$ cat src/rtl/exp_pkg.sv
// Shared constants, FSM state type and bit helpers for the exception
// request controller.
package exp_pkg;

  localparam int NUM_SRC = 3;

  typedef enum logic [1:0] {
    IDLE = 2'd0,
    REQ  = 2'd1,
    SVC  = 2'd2
  } state_t;

  // Isolates the lowest-index set bit (index 0 is the highest priority).
  function automatic logic [NUM_SRC-1:0] lowest_one(input logic [NUM_SRC-1:0] v);
    return v & (~v + 1'b1);
  endfunction

endpackage

$ cat src/rtl/exp_req_ctrl_if.sv
// Handshake between the request controller (master) and CP0 (slave).
interface exp_req_ctrl_if;
  import exp_pkg::*;

  logic               has_exp;
  logic               eret;
  logic [NUM_SRC-1:0] exp_src;
  logic [NUM_SRC-1:0] in_service;
  logic [NUM_SRC-1:0] pending;
  logic               busy;

  modport master (
    input  has_exp, eret,
    output exp_src, in_service, pending, busy
  );

  modport slave (
    output has_exp, eret,
    input  exp_src, in_service, pending, busy
  );
endinterface

$ cat src/rtl/exp_req_ctrl_sync_edge.sv
// Multi-flop synchronizer followed by a registered rising-edge pulse.
// A line that is already high when reset releases is not reported until
// it has been observed low at least once.
module sync_edge #(
  parameter int SYNC_STAGES = 2
) (
  input  logic clk,
  input  logic rst,
  input  logic async_in,
  output logic rise
);

  logic [SYNC_STAGES-1:0] sync_q;
  logic [SYNC_STAGES-1:0] fill_q;  // marks when sync_q holds real samples
  logic                   prev_q;
  logic                   armed_q; // set once the line has been seen low

  // Synchronizer chain, arming and edge detection.
  // NOTE: sequential state uses non-blocking assignments so every flop
  // samples the pre-edge value of its neighbours, as real hardware does.
  always_ff @(posedge clk) begin
    if (rst) begin
      sync_q  <= '0;
      fill_q  <= '0;
      prev_q  <= 1'b0;
      armed_q <= 1'b0;
      rise    <= 1'b0;
    end else begin
      sync_q  <= {sync_q[SYNC_STAGES-2:0], async_in};
      fill_q  <= {fill_q[SYNC_STAGES-2:0], 1'b1};
      prev_q  <= sync_q[SYNC_STAGES-1];
      armed_q <= armed_q | (fill_q[SYNC_STAGES-1] & ~sync_q[SYNC_STAGES-1]);
      rise    <= sync_q[SYNC_STAGES-1] & ~prev_q & armed_q;
    end
  end

endmodule

$ cat src/rtl/exp_req_ctrl.sv
// Prioritised, nesting-aware exception request controller: latches device
// edges as pending events, presents one request at a time to CP0 and
// tracks which sources are being serviced until their eret.
module exp_req_ctrl
  import exp_pkg::*;
#(
  parameter int SYNC_STAGES = 2,
  parameter int LOST_W      = 8
) (
  input  logic               clk,
  input  logic               rst,
  input  logic [NUM_SRC-1:0] irq_in,
  exp_req_ctrl_if.master     bus,
  output logic [LOST_W-1:0]  lost_cnt
);

  state_t             state_q, state_n;
  logic [NUM_SRC-1:0] exp_src_q, exp_src_n;
  logic [NUM_SRC-1:0] in_svc_q, in_svc_n;
  logic [NUM_SRC-1:0] pending_q, pending_n;
  logic [NUM_SRC-1:0] rise, elig, ack, lost_vec;
  logic [LOST_W:0]    lost_sum;
  logic [1:0]         n_lost;
  logic               blocked;

  for (genvar i = 0; i < NUM_SRC; i++) begin : g_sync
    sync_edge #(.SYNC_STAGES(SYNC_STAGES)) u_sync_edge (
      .clk      (clk),
      .rst      (rst),
      .async_in (irq_in[i]),
      .rise     (rise[i])
    );
  end

  // Next-state, request latching, service tracking and pending/loss update.
  // NOTE: every variable gets a default before the case so no path leaves
  // one unassigned, which would otherwise infer a latch.
  always_comb begin
    state_n   = state_q;
    exp_src_n = exp_src_q;
    in_svc_n  = in_svc_q;
    ack       = '0;
    elig      = '0;
    blocked   = 1'b0;

    // A source is eligible only if nothing of equal or higher priority is
    // already in service.
    for (int i = 0; i < NUM_SRC; i++) begin
      blocked = blocked | in_svc_q[i];
      elig[i] = pending_q[i] & ~blocked;
    end

    // eret retires the innermost (highest-priority) nested service first;
    // with nothing in service this leaves in_svc_n unchanged.
    if (bus.eret) in_svc_n = in_svc_q & ~lowest_one(in_svc_q);

    unique case (state_q)
      IDLE: begin
        if (|elig) begin
          state_n   = REQ;
          exp_src_n = lowest_one(elig);
        end
      end
      REQ: begin
        // The presented request is frozen until CP0 takes it.
        if (bus.has_exp) begin
          ack       = exp_src_q;
          in_svc_n  = in_svc_n | exp_src_q;
          exp_src_n = '0;
          state_n   = SVC;
        end
      end
      SVC: begin
        if (|elig) begin
          state_n   = REQ;
          exp_src_n = lowest_one(elig);
        end else if (bus.eret && in_svc_n == '0) begin
          state_n = IDLE;
        end
      end
      default: begin
        state_n   = IDLE;
        exp_src_n = '0;
        in_svc_n  = '0;
      end
    endcase

    // A new edge wins over a same-cycle acknowledge, keeping the event.
    pending_n = (pending_q & ~ack) | rise;
    lost_vec  = rise & pending_q & ~ack;
    n_lost    = 2'($countones(lost_vec));
    lost_sum  = {1'b0, lost_cnt} + {{(LOST_W-1){1'b0}}, n_lost};
  end

  // State and output registers.
  always_ff @(posedge clk) begin
    if (rst) begin
      state_q   <= IDLE;
      exp_src_q <= '0;
      in_svc_q  <= '0;
      pending_q <= '0;
      lost_cnt  <= '0;
    end else begin
      state_q   <= state_n;
      exp_src_q <= exp_src_n;
      in_svc_q  <= in_svc_n;
      pending_q <= pending_n;
      lost_cnt  <= lost_sum[LOST_W] ? '1 : lost_sum[LOST_W-1:0];
    end
  end

  assign bus.exp_src    = exp_src_q;
  assign bus.in_service = in_svc_q;
  assign bus.pending    = pending_q;
  assign bus.busy       = (state_q != IDLE);

endmodule

$ cat src/flat_wrapper.sv
// flat-port wrapper written by rule: the top's interface ports become plain ports
module exp_req_ctrl_flat import exp_pkg::*;
#(
  parameter int SYNC_STAGES = 2,
  parameter int LOST_W      = 8
)
  (clk, rst, irq_in, lost_cnt, bus_has_exp, bus_eret, bus_exp_src, bus_in_service, bus_pending, bus_busy);
  exp_req_ctrl_if bus_i ();
  input  logic clk;
  input  logic rst;
  input  logic [NUM_SRC-1:0] irq_in;
  output logic [LOST_W-1:0] lost_cnt;
  input wire logic [$bits(bus_i.has_exp)-1:0] bus_has_exp;
  input wire logic [$bits(bus_i.eret)-1:0] bus_eret;
  output wire logic [$bits(bus_i.exp_src)-1:0] bus_exp_src;
  output wire logic [$bits(bus_i.in_service)-1:0] bus_in_service;
  output wire logic [$bits(bus_i.pending)-1:0] bus_pending;
  output wire logic [$bits(bus_i.busy)-1:0] bus_busy;
  assign bus_i.has_exp = bus_has_exp;
  assign bus_i.eret = bus_eret;
  assign bus_exp_src = bus_i.exp_src;
  assign bus_in_service = bus_i.in_service;
  assign bus_pending = bus_i.pending;
  assign bus_busy = bus_i.busy;
  exp_req_ctrl #(.SYNC_STAGES(SYNC_STAGES), .LOST_W(LOST_W)) u_core (.clk(clk), .rst(rst), .irq_in(irq_in), .bus(bus_i), .lost_cnt(lost_cnt));
endmodule
$ cat config.mk
export PLATFORM = sky130hd
export DESIGN_NAME = exp_req_ctrl_flat
export DESIGN_NICKNAME = d
export VERILOG_FILES = /design/src/rtl/exp_pkg.sv /design/src/rtl/exp_req_ctrl_if.sv /design/src/rtl/exp_req_ctrl_sync_edge.sv /design/src/rtl/exp_req_ctrl.sv /design/src/flat_wrapper.sv
export SDC_FILE = /design/constraint.sdc
export NUM_CORES = 1
export LEC_CHECK = 0
export ABC_AREA = 1
export CAP_MARGIN = 20
export CORE_MARGIN = 1
export CORE_UTILIZATION = 45
export CTS_CLUSTER_SIZE = 28
export DETAILED_ROUTE_END_ITERATION = 12
export MAX_ROUTING_LAYER = met4
export PLACE_DENSITY = 0.72
export SLEW_MARGIN = 30
export SYNTH_ARGS = -nofsm -noshare
export SYNTH_HDL_FRONTEND = slang
export SYNTH_SLANG_ARGS = --single-unit
$ cat constraint.sdc
create_clock -name clk -period 3.4 [get_ports clk]
set_input_delay 0.68 -clock clk [delete_from_list [all_inputs] [get_ports clk]]
set_output_delay 0.68 -clock clk [all_outputs]
set_load 0.05 [all_outputs]
# After elaboration in Yosys (flattened, before gate mapping)
# Index checks and enable logic that the tools add are counted.
# totals
regBits	40
in_bits	7
out_inout_bits	18
elab_cells	97
# op_classes
addsub	5
eq_ne	6
n_mux	17
bitwise_logic	38
reduce_logical	8
# op_table
cell	count
3-bit AND	6
3-bit two-way mux	6
1-bit AND	12
3-bit inverter	4
3-bit case mux with 2 select lines	2
8-bit by 2-bit adder with 9-bit output	1
1-bit inverter	9
2-bit two-way mux	4
8-bit two-way mux	1
3-bit by 1-bit adder with 3-bit output (second input constant)	2
3-bit bitwise OR	2
2-bit case mux with 3 select lines	1
1-bit bitwise OR	5
2-bit by 1-bit != test with 1-bit output (second input constant)	2
3-bit zero test	1
1-bit two-way mux	3
3-bit by 1-bit != test with 1-bit output (second input constant)	1
3-bit AND reduction	1
3-bit OR reduction	1
1-bit by 1-bit adder with 2-bit output	1
2-bit by 1-bit adder with 2-bit output	1
2-bit by 1-bit == test with 1-bit output (second input constant)	1
2-bit == test (second input constant)	1
2-bit zero test	1
other kinds (5)	5

# Depth between registers and ports, before layout
# logic_depth
word_depth	11
mapped_depth	15
mapped_depth_nobuf	14

# By module
# From an unflattened synthesis, not the netlist that was laid out.
# unflattened
hier_cells	201
area_unflattened_um2	1582.8
# by_module_without_submodules
module	instances	cells_each	area_per_inst_um2	seq_area_each_um2
exp_req_ctrl	1	138	985.9	380.4
sync_edge	3	21	198.9	140.1

# Least setup slack after synthesis
# OpenSTA, ideal clock, no wires.
# synth_timing
path_type	input to register
startpoint	input port bus_has_exp
endpoint	register u_core.lost_cnt[3]
setup_ns	0.110
t_arrival_ns	2.594
t_required_ns	3.290
slack_ns	0.695
path_stages	13
n_path_buf	1
cell_sequence	buf_2 > nand3_1 > nand2_1 > nor2_1 > fa_1 > ha_1 > fa_1 > nand2_1 > nor2_4 > nand3_4 > nand3b_1 > nand2_1 > inv_1
# synth_via
elab_chain_len	8
# synth_lines
element	line_no	text
from (decl)	flat_wrapper.sv:13	input wire logic [$bits(bus_i.has_exp)-1:0] bus_has_exp;
3-bit two-way mux (*)	exp_req_ctrl.sv:66	if (bus.has_exp) begin
3-bit two-way mux (*)	exp_req_ctrl.sv:57	unique case (state_q)
3-bit inverter (*)	exp_req_ctrl.sv:90	lost_vec = rise & pending_q & ~ack;
3-bit AND (*)	exp_req_ctrl.sv:90	
1-bit by 1-bit adder with 2-bit output (not written as such)	exp_req_ctrl.sv:91	n_lost = 2'($countones(lost_vec));
2-bit by 1-bit adder with 2-bit output (not written as such) (*)	exp_req_ctrl.sv:91	
8-bit by 2-bit adder with 9-bit output (*)	exp_req_ctrl.sv:92	lost_sum = {1'b0, lost_cnt} + {{(LOST_W-1){1'b0}}, n_lost};
8-bit two-way mux (*)	exp_req_ctrl.sv:108	lost_cnt <= lost_sum[LOST_W] ? '1 : lost_sum[LOST_W-1:0];
to (signal assigned)	exp_req_ctrl.sv:108	
to (decl)	exp_req_ctrl.sv:14	output logic [LOST_W-1:0] lost_cnt
# Mark *: on every way between the ends. The rest lies on a longest branch, timed or not.
# A chain may end at the register's enable or synchronous reset.

# Worst setup path after layout
# Same ends and word-level chain as after synthesis.

==> run_results.csv <==
group,metric,value,unit
setup_path,crit_top_cell,"nand2_1",
setup_path,crit_fanout,6,
grt,grt_pass1_wl,4510,um
cts,cts_buffers,5,
setup_path,cp_slowest_cell,"clkdlybuf4s50_1",
cts,cts_setup_buffers,0,
timing,fin_tns_setup,0,ns
synth,synth.distinct_cells,28,
place,place_hpwl,2050,um
synth,synth_warnings,0,
synth,synthMostInstantiatedCell,"dfxtp_1",
power,power_frac_seq,62.5,%
power,clockPowerShare,29.5,%
timing,max_slew_margin,66.2,%
timing,hold_viol,0,
grt,grt_max_degree,27,
detailed_routing,drc,0,
synth,async_flop_share,0,%
synth,synth_area_per_cell,7.98,um^2
setup_path,crit_type,"in2reg",
die,dieArea,3550,um^2
die,fp.dieW,59.6,um
setup_path,start_kind,"input pin",
finish,area_delta_synth_final,22.0,%
cts,holdBufCountCts,0,
detailed_routing,dr_wl_met3,136,um
finish,drive_gt1_share,9.77,%
power,p_sw_share,24.5,%
die,std_cell_rows,20,
power,power.total,703,uW
synth,ys_seq_elements,36,
timing,finalSetupViolCount,0,
finish,seq_area,721,um^2
timing,whs,0.392,ns
cts,htree_levels,2,
run,maxCapViolations,0,
timing,tightest_slew,0.506,ns
setup_path,crit_path_end_kind,"flip-flop",
setup_path,cpPeakStageDelay,0.45,ns
power,p_int,531,uW
grt,antenna_found_initial,0,
setup_path,critPathArrivalTime,3.00,ns
timing,max_freq,0.363,GHz
synth,yosysTopAreaCellShare,48.3,%
min_path,min_path_type,"reg2reg",
synth,synth-seq-area-share,48.3,%
cts,cts-root-buf,"clkbuf_4",
detailed_routing,routed.top_layer,"met4",
cts,cts.sinks,36,
timing,rsz0062_at_grt,"false",
power,ir_worst_vdd,0.234,mV
detailed_routing,wl_per_cell,10.7,um
detailed_routing,drt_pass1_iterations,4,
detailed_routing,viasPerCell,4.78,
finish,fin_nets,226,
die,die_h,59.6,um
synth,ys_top_cells_by_area,"dfxtp_1 (48%), inv_1 (7.8%), a21oi_1 (7.0%)",
grt,grt_pass1_vias,1128,
finish,fillers,321,
timing,drv_slew,0,
cts,cts_tree,"built",
detailed_routing,wl,2760,um
die,io_pins,25,
synth,yosysTopAreaCell,"dfxtp_1",
detailed_routing,met2_length,1360,um
detailed_routing,initialDrtViolationCount,71,
power,p_sw,173,uW
synth,synthFlopType,"dfxtp_1",
cts,ctsResizeCount,0,
power,powerDensity,387,nW/um^2
status,outcome,"complete, no violations",
place,port_buffers,24,
power,leakagePower,0.725,nW
cts,cts_buffer_depth,2,
setup_path,cp_data_required_time,3.64,ns
die,start_util,48.1,%
grt,gr-usage-all-layers,18.3,%
power,comb_power_share,8.0,%
die,core_area,3100,um^2
detailed_routing,final_antenna_net_count,0,
synth,synth-edff-count,0,
cts,clk_pin_slew,0.10,ns
synth,synthCells,187,
timing,min_period_over_period,81.0,%
synth,syn_area,1490,um^2
place,gp_congestion,0.916,
grt,overflow,0,
setup_path,path_cells,"clkdlybuf4s50_1 > nand3_1 > nand2_1 > nor2_1 > fa_1 > ha_1 > fa_1 > nand2_1 > nor2_4 > nand3_4 > nand3b_1 > nand2_1 > inv_1",
cts,clk_latency,0.34,ns
synth,synth_common_cells,"dfxtp_1 (36), inv_1 (31), nor2_1 (24), a21oi_1 (21), nand2_1 (21)",
detailed_routing,met1Wirelength,1210,um
timing,fin_skew,0.00254,ns
synth,synthesis.nets,198,
timing,period_minus_slack,2.75,ns
detailed_routing,num_vias,1238,
finish,n_antenna_cell,0,
finish,multi_input_area,613,um^2
-- critical path, delay by kind of cell --
kind          cells  cell delay [ns]
fa+ha+maj         3             1.09
simple gates      8             0.73
buf+inv           2             0.49
-- state kept, by name, indices dropped and copies added, names as in the netlist --
name,count
u_core.g_sync.u_sync_edge.sync_q,6
u_core.g_sync.u_sync_edge.armed_q,3
u_core.state_q,2
u_core.g_sync.u_sync_edge.fill_q,2
u_core.g_sync.u_sync_edge.prev_q,3
u_core.bus.in_service,3
u_core.bus.pending,3
u_core.g_sync.u_sync_edge.rise,3
u_core.bus.exp_src,3
u_core.lost_cnt,8
-- stage by stage --
| step | cell area (um^2) | cells | setup WS, ns | util (%) |
|---|---|---|---|---|
| final | 1820 | 259 | 0.647 | 58.6 |
| after CTS | 1820 | 259 | 0.644 | 58.6 |
| after detailed placement | 1770 | 252 | 0.278 | 57.1 |
| after floorplan | 1490 | 187 | 0.695 | - |
| after global placement | 1770 | 252 | 0.316 | 57.1 |
| after global routing | 1820 | 259 | 0.535 | 58.6 |
-- worst paths after layout --
| kind | startpoint | endpoint | slack (ns) | depth (start not counted) |
|---|---|---|---|---|
| hold / removal | u_core.g_sync[0].u_sync_edge.prev_q$_SDFF_PP0_ | u_core.g_sync[0].u_sync_edge.rise$_SDFF_PP0_ | 0.39 | 1 |
| hold reg to reg | u_core.g_sync[0].u_sync_edge.prev_q$_SDFF_PP0_ | u_core.g_sync[0].u_sync_edge.rise$_SDFF_PP0_ | 0.39 | 1 |
| setup reg to reg | u_core.state_q[0]$_SDFFE_PP0P_ | u_core.lost_cnt[3]$_SDFF_PP0_ | 0.71 | 14 |
| setup / recovery | bus_has_exp | u_core.lost_cnt[3]$_SDFF_PP0_ | 0.65 | 13 |
-- logic make-up (layout without fill, tap and decap cells) --
kind of cell,count (synthesis),count (layout),synth area share [%]
and+or+nand+nor,80,80,26.3
buffers and inverters,38,66,10.6
xor gates and xnor gates,2,2,1.17
adders and majority gates,4,4,4.36
DFF,36,36,48.3
AOI/OAI and AO/OA,27,27,9.31
-- cell usage in the layout, fill, tap and decap left out --
cell type / instances
a21oi_1: 21
a31oi_1: 1
buf_4: 2
clkbuf_1: 1
clkbuf_4: 5
clkdlybuf4s50_1: 24
clkinv_1: 1
clkinv_2: 1
dfxtp_1: 36
fa_1: 2
ha_1: 2
inv_1: 31
inv_6: 1
nand2_1: 21
nand2_2: 4
nand3_1: 17
nand3_2: 1
nand3_4: 1
nand3b_1: 2
nor2_1: 24
nor2_2: 4
nor2_4: 1
nor3_1: 1
nor3_2: 1
nor4_1: 3
o211ai_1: 1
o21ai_0: 3
o21ai_1: 1
xnor2_1: 1
xor2_1: 1
-- layer usage --
metal  up-vias  GRT usage [%]
li1        642              -
met1       558           18.4
met2        31           30.8
met3         7           6.55
met4         0           9.97
met5         -              -
-- power by group through the flow --
stage	combinational, mW	sequential, mW	clock (mW)
final	0.0562	0.440	0.207
after floorplan	0.0293	0.456	0
after global placement	0.0546	0.449	0
after detailed placement	0.0562	0.450	0
after global routing	0.0614	0.441	0.231
after CTS	0.0563	0.440	0.216
-- area by class of cell --
class / instances / area share [%]
Clock inverter: 1 / 0.275
Tap cell: 44 / 3.03
Multi-Input combinational cell: 113 / 33.7
Inverter: 33 / 7.08
Timing Repair Buffer: 26 / 14.0
Sequential cell: 36 / 39.6
Clock buffer: 6 / 2.27
(Power assumes the default switching activity.)
